### config.mk
export PLATFORM = sky130hd
export DESIGN_NAME = conv_loop_sequencer
export DESIGN_NICKNAME = d
export VERILOG_FILES = /design/src/rtl/conv_pkg.sv /design/src/rtl/wrap_counter.sv /design/src/rtl/conv_loop_sequencer.sv
export SDC_FILE = /design/constraint.sdc
export NUM_CORES = 1
export LEC_CHECK = 0
export BUFFER_PORTS_ARGS = -buffer_cell sky130_fd_sc_hd__buf_4
export CELL_PAD_IN_SITES_DETAIL_PLACEMENT = 1
export CELL_PAD_IN_SITES_GLOBAL_PLACEMENT = 2
export CORE_MARGIN = 10
export CORE_UTILIZATION = 27
export DETAILED_ROUTE_END_ITERATION = 12
export PLACE_DENSITY = 0.67
export SLEW_MARGIN = 0
export SYNTH_ARGS = -nofsm -noshare
export SYNTH_HDL_FRONTEND = slang
export SYNTH_SLANG_ARGS = --single-unit
### constraint.sdc
create_clock -name clock -period 2.1 [get_ports clock]
set_input_delay 0.42 -clock clock [delete_from_list [all_inputs] [get_ports clock]]
set_output_delay 0.42 -clock clock [all_outputs]
set_load 0.005 [all_outputs]
### src/rtl/conv_pkg.sv
// Shared definitions for the convolution address controller and its loop sequencer.
// PIPE_DEPTH lives here so the sequencer's drain always matches the controller's address pipeline.
package conv_pkg;

  localparam int CONV_IDX_W      = 4;
  localparam int CONV_PIPE_DEPTH = 10;

  typedef enum logic [1:0] {
    ST_IDLE,
    ST_RUN,
    ST_DRAIN,
    ST_DONE
  } state_t;

endpackage

### src/rtl/wrap_counter.sv
// Index counter that steps by one on inc and wraps to zero after reaching max.
// Chained by at_max to form the nested loop indices of the sequencer.
module wrap_counter
  import conv_pkg::*;
#(
  parameter int IDX_W = CONV_IDX_W
) (
  input  logic             clock,
  input  logic             reset,
  input  logic             inc,
  input  logic [IDX_W-1:0] max,
  output logic [IDX_W-1:0] value,
  output logic             at_max
);

  logic [IDX_W-1:0] value_q;
  logic [IDX_W-1:0] value_d;

  assign at_max = (value_q == max);

  always_comb begin
    value_d = value_q;
    if (inc) begin
      value_d = at_max ? '0 : value_q + 1'b1;
    end
  end

  always_ff @(posedge clock or posedge reset) begin
    if (reset) begin
      value_q <= '0;
    end else begin
      value_q <= value_d;
    end
  end

  assign value = value_q;

endmodule

### src/rtl/conv_loop_sequencer.sv
// Issues the (r, c, i, j) loop tuples for one convolution frame, one per clock,
// then drains the downstream address pipeline before pulsing done.
module conv_loop_sequencer
  import conv_pkg::*;
#(
  parameter int OUT_SIZE   = 2,
  parameter int K          = 3,
  parameter int IDX_W      = CONV_IDX_W,
  parameter int PIPE_DEPTH = CONV_PIPE_DEPTH
) (
  input  logic             clock,
  input  logic             reset,
  input  logic             start,
  input  logic             hold,
  output logic [IDX_W-1:0] r,
  output logic [IDX_W-1:0] c,
  output logic [IDX_W-1:0] i,
  output logic [IDX_W-1:0] j,
  output logic             idx_valid,
  output logic             cell_last,
  output logic             frame_last,
  output logic             busy,
  output logic             done
);

  localparam logic [IDX_W-1:0] OUT_MAX = IDX_W'(OUT_SIZE - 1);
  localparam logic [IDX_W-1:0] K_MAX   = IDX_W'(K - 1);
  localparam int               DRAIN_W = (PIPE_DEPTH > 1) ? $clog2(PIPE_DEPTH) : 1;
  localparam logic [DRAIN_W-1:0] DRAIN_LOAD = DRAIN_W'(PIPE_DEPTH - 1);

  state_t             state_q;
  logic [DRAIN_W-1:0] drain_q;
  logic               idx_valid_q;
  logic               busy_q;
  logic               done_q;

  logic j_max, i_max, c_max, r_max;
  logic at_end;
  logic advance;
  logic inc_i, inc_c, inc_r;

  assign at_end = r_max & c_max & i_max & j_max;

  // After a completed frame the indices rest on the last tuple, so a new start
  // steps them once and they wrap to (0,0,0,0); after reset they already sit at zero.
  assign advance = ((state_q == ST_RUN) && !hold && !at_end) ||
                   ((state_q == ST_IDLE) && start && at_end);

  assign inc_i = advance & j_max;
  assign inc_c = inc_i & i_max;
  assign inc_r = inc_c & c_max;

  wrap_counter #(.IDX_W(IDX_W)) u_j (
    .clock(clock), .reset(reset), .inc(advance), .max(K_MAX),   .value(j), .at_max(j_max)
  );
  wrap_counter #(.IDX_W(IDX_W)) u_i (
    .clock(clock), .reset(reset), .inc(inc_i),   .max(K_MAX),   .value(i), .at_max(i_max)
  );
  wrap_counter #(.IDX_W(IDX_W)) u_c (
    .clock(clock), .reset(reset), .inc(inc_c),   .max(OUT_MAX), .value(c), .at_max(c_max)
  );
  wrap_counter #(.IDX_W(IDX_W)) u_r (
    .clock(clock), .reset(reset), .inc(inc_r),   .max(OUT_MAX), .value(r), .at_max(r_max)
  );

  always_ff @(posedge clock or posedge reset) begin
    if (reset) begin
      state_q     <= ST_IDLE;
      drain_q     <= '0;
      idx_valid_q <= 1'b0;
      busy_q      <= 1'b0;
      done_q      <= 1'b0;
    end else begin
      case (state_q)
        ST_IDLE: begin
          done_q <= 1'b0;
          if (start) begin
            state_q     <= ST_RUN;
            idx_valid_q <= 1'b1;
            busy_q      <= 1'b1;
          end else begin
            idx_valid_q <= 1'b0;
          end
        end
        ST_RUN: begin
          if (hold) begin
            idx_valid_q <= 1'b0;
          end else if (at_end) begin
            state_q     <= ST_DRAIN;
            drain_q     <= DRAIN_LOAD;
            idx_valid_q <= 1'b0;
          end else begin
            idx_valid_q <= 1'b1;
          end
        end
        ST_DRAIN: begin
          idx_valid_q <= 1'b0;
          if (drain_q == '0) begin
            state_q <= ST_DONE;
            busy_q  <= 1'b0;
            done_q  <= 1'b1;
          end else begin
            drain_q <= drain_q - 1'b1;
          end
        end
        default: begin
          state_q     <= ST_IDLE;
          idx_valid_q <= 1'b0;
          busy_q      <= 1'b0;
          done_q      <= 1'b0;
        end
      endcase
    end
  end

  assign idx_valid  = idx_valid_q;
  assign cell_last  = idx_valid_q & i_max & j_max;
  assign frame_last = idx_valid_q & at_end;
  assign busy       = busy_q;
  assign done       = done_q;

endmodule
==> results.toml <==
[run_status]
outcome = "finished, final reports clean"

[power_and_ir_drop]
p_per_area_nw_per_um2 = 1230
worst_ir_drop_vdd_mv = 0.594
p_leak_uw = 0.000831
p_total_uw = 2220

[global_routing]
grt_use_met3 = 0.0296
grt-busiest-layer = "met2"
gr-total-overflow = 0
grt_pass1_vias = 1186
met1_usage = 0.0986
antenna_found_initial = 0
grt_max_degree = 26
grt_use_total = 0.0848
grt_pass1_wl_mm = 6.02
grtUsageMet2 = 0.146

[logic_synthesis]
ys_types = 39
syn-num-nets = 145
ys_ff_latch = 25
yosys_warnings = 0
seq_area_frac_synth = 0.432
syn_area_um2 = 1450
syn_avg_cell_area_um2 = 10.7
synth_cells = 136

[placed_design]
hpwlAfterDp_mm = 2.76
place.gp.congestion = 0.735
dp_worst_setup_slack_ps = 133
io_buffers = 24
place_inst = 231

[clock_network]
cts_max_level = 1
cts_buffer_depth = 2
cts_root_buf = "clkbuf_8"
cts.sinks = 25
clock_latency_ps = 270
numCtsBuffers = 3
clkTransAtPathRegs_ps = 90
cts_tree = "yes"

[sta]
slew_violations = 0
worst_clock_skew_ps = 3.91
worst_hold_slack_ps = 188
final.min_clock_period_ps = 1970
max_freq_mhz = 507
finalSetupViolations = 0
fin_crit_sh = 0.940
finalHoldViolCount = 0
worst_pin_slew_ps = 308
max-slew-margin-rel = 0.790
finalWorstSetupSlack_ps = 126

[route]
wl_per_cell_um = 14.9
vias = 1110
drt_iter0_markers = 22
via_per_inst = 4.64
firstDrtPassIters = 4
ant_nets = 0
finalWirelength_mm = 3.56
drc_errors = 0

[setup_path]
r2r_cells = 6
cp-end-kind = "output pin"
max_stage_delay_ps = 470
critical_path_class = "reg -> out"
crit_cells = 4
required_ps = 1680
critPathTopFamily = "simple AND/OR/NAND/NOR gates"
worstPathArrival_ps = 1550
crit_chain = "nor4b_4, buf_4, and3_1, buf_4"
crit_buf_inv = 2
crit_path_top_delay_cell = "dfrtp_1"
worst_path_most_repeated_cell = "buf_4"
crit_fanout = 7
cp-start-kind = "flip-flop"

[finish]
layout_commonest_cell = "buf_4"
stdcell_count = 239
final_cell_mix = "buf_4, dfrtp_1, nor2_1, nand2_1"
drive_gt1_frac = 0.296
final_core_util = 0.352
area_growth_pct = 24.8
num-fill-cells = 623
n_antenna_cell = 0
nets = 179

[die]
placementRows = 26
die_area_um2 = 8700
ioPinCount = 25
initial_core_util = 0.282
core_area_um2 = 5140
fp.dieW_um = 93.3
die_h_um = 93.3

[hold_path]
min_path_type = "in -> async"

[job]
max-cap-violations = 0
## worst register-to-register path, delay by kind of cell, from the launching register on
kind | cells | cell delay (ps)
DFF | 1 | 450
and+or+nand+nor | 3 | 730
buffers and inverters | 1 | 190
muxes | 2 | 490
## area by class of cell
cell class | count | area [um^2] | area share
Multi-Input combinational cell | 101 | 786 | 0.435
Sequential cell | 25 | 626 | 0.346
Timing Repair Buffer | 31 | 233 | 0.129
Tap cell | 70 | 87.6 | 0.0484
Clock buffer | 3 | 41.3 | 0.0228
Inverter | 8 | 30.0 | 0.0166
Clock inverter | 1 | 5.00 | 0.00277
## through the flow
step / TNS (ps) / cell area [um^2]
floorplan: 0 / 1450
global placement: 0 / 1730
detailed placement: 0 / 1730
CTS: 0 / 1790
global route: -8.54 / 1810
finish: 0 / 1810
## path summary, 6_finish.rpt
check | start | to | slack (ps)
max in group asynchronous | reset | u_j.value[3] | 1660
worst min register to register | done | done | 500
min in group clock | start | busy | 450
worst max register to register | u_r.value[3] | u_r.value[1] | 130
worst min-delay path | reset | busy | 190
worst max-delay path | u_i.value[0] | cell_last | 130
## repair_timing
action	4_1_cts	5_1_grt
setup buffers	2	2
setup endpoints to repair	1	2
pin swaps	2	2
hold buffers	0	0
resized for setup	0	0
## where the power goes
part           switching (uW)  internal (uW)  leakage (uW)
clock                     165            133     0.0000255
sequential                218            641      0.000321
combinational             488            573      0.000485
## state kept, by name, indices dropped and copies added (netlist names)
register   count
drain_q        4
u_c.value      4
u_i.value      4
u_j.value      4
u_r.value      4
state_q        2
busy           1
done           1
idx_valid      1
## cells in the mapped netlist (all sizes together)
cell type,instances,area (um^2)
clkbuf,2,7.51
a31oi,1,6.26
a22o,3,26.3
nor2b,2,12.5
nor2,14,52.6
dfrtp,25,626
nand2b,1,6.26
ha,5,62.6
o22a,1,8.76
a21oi,7,35.0
o21bai,2,15.0
o21ba,1,10.0
mux2i,3,33.8
nand4,3,18.8
o21ai,6,41.3
or4b,1,10.0
and3,3,18.8
nor4b,4,95.1
nand2,11,43.8
inv,8,30.0
nand3,5,35.0
and2,2,12.5
or3b,1,8.76
a31o,1,8.76
xnor2,8,70.1
nor3b,2,15.0
mux2,4,52.6
nor3,3,15.0
a211oi,1,7.51
o21a,1,7.51
xor2,2,17.5
o211ai,1,21.3
and4,2,17.5
## kinds of logic (layout without fill, tap and decap cells)
group	Yosys count	after routing	synth area share
AOI/OAI and AO/OA	25	25	0.130
xor gates and xnor gates	10	10	0.0605
adders and majority gates	5	5	0.0432
buffers and inverters	10	43	0.0259
DFF	25	25	0.432
muxes	7	7	0.0596
and+or+nand+nor	54	54	0.250
## routing by layer
layer | wire [um] | vias up
li1 | - | 543
met4 | 30 | 0
met1 | 1590 | 546
met2 | 1790 | 17
met3 | 150 | 4
met5 | 0 | -
No activity file was read; power rests on OpenSTA's default activity.
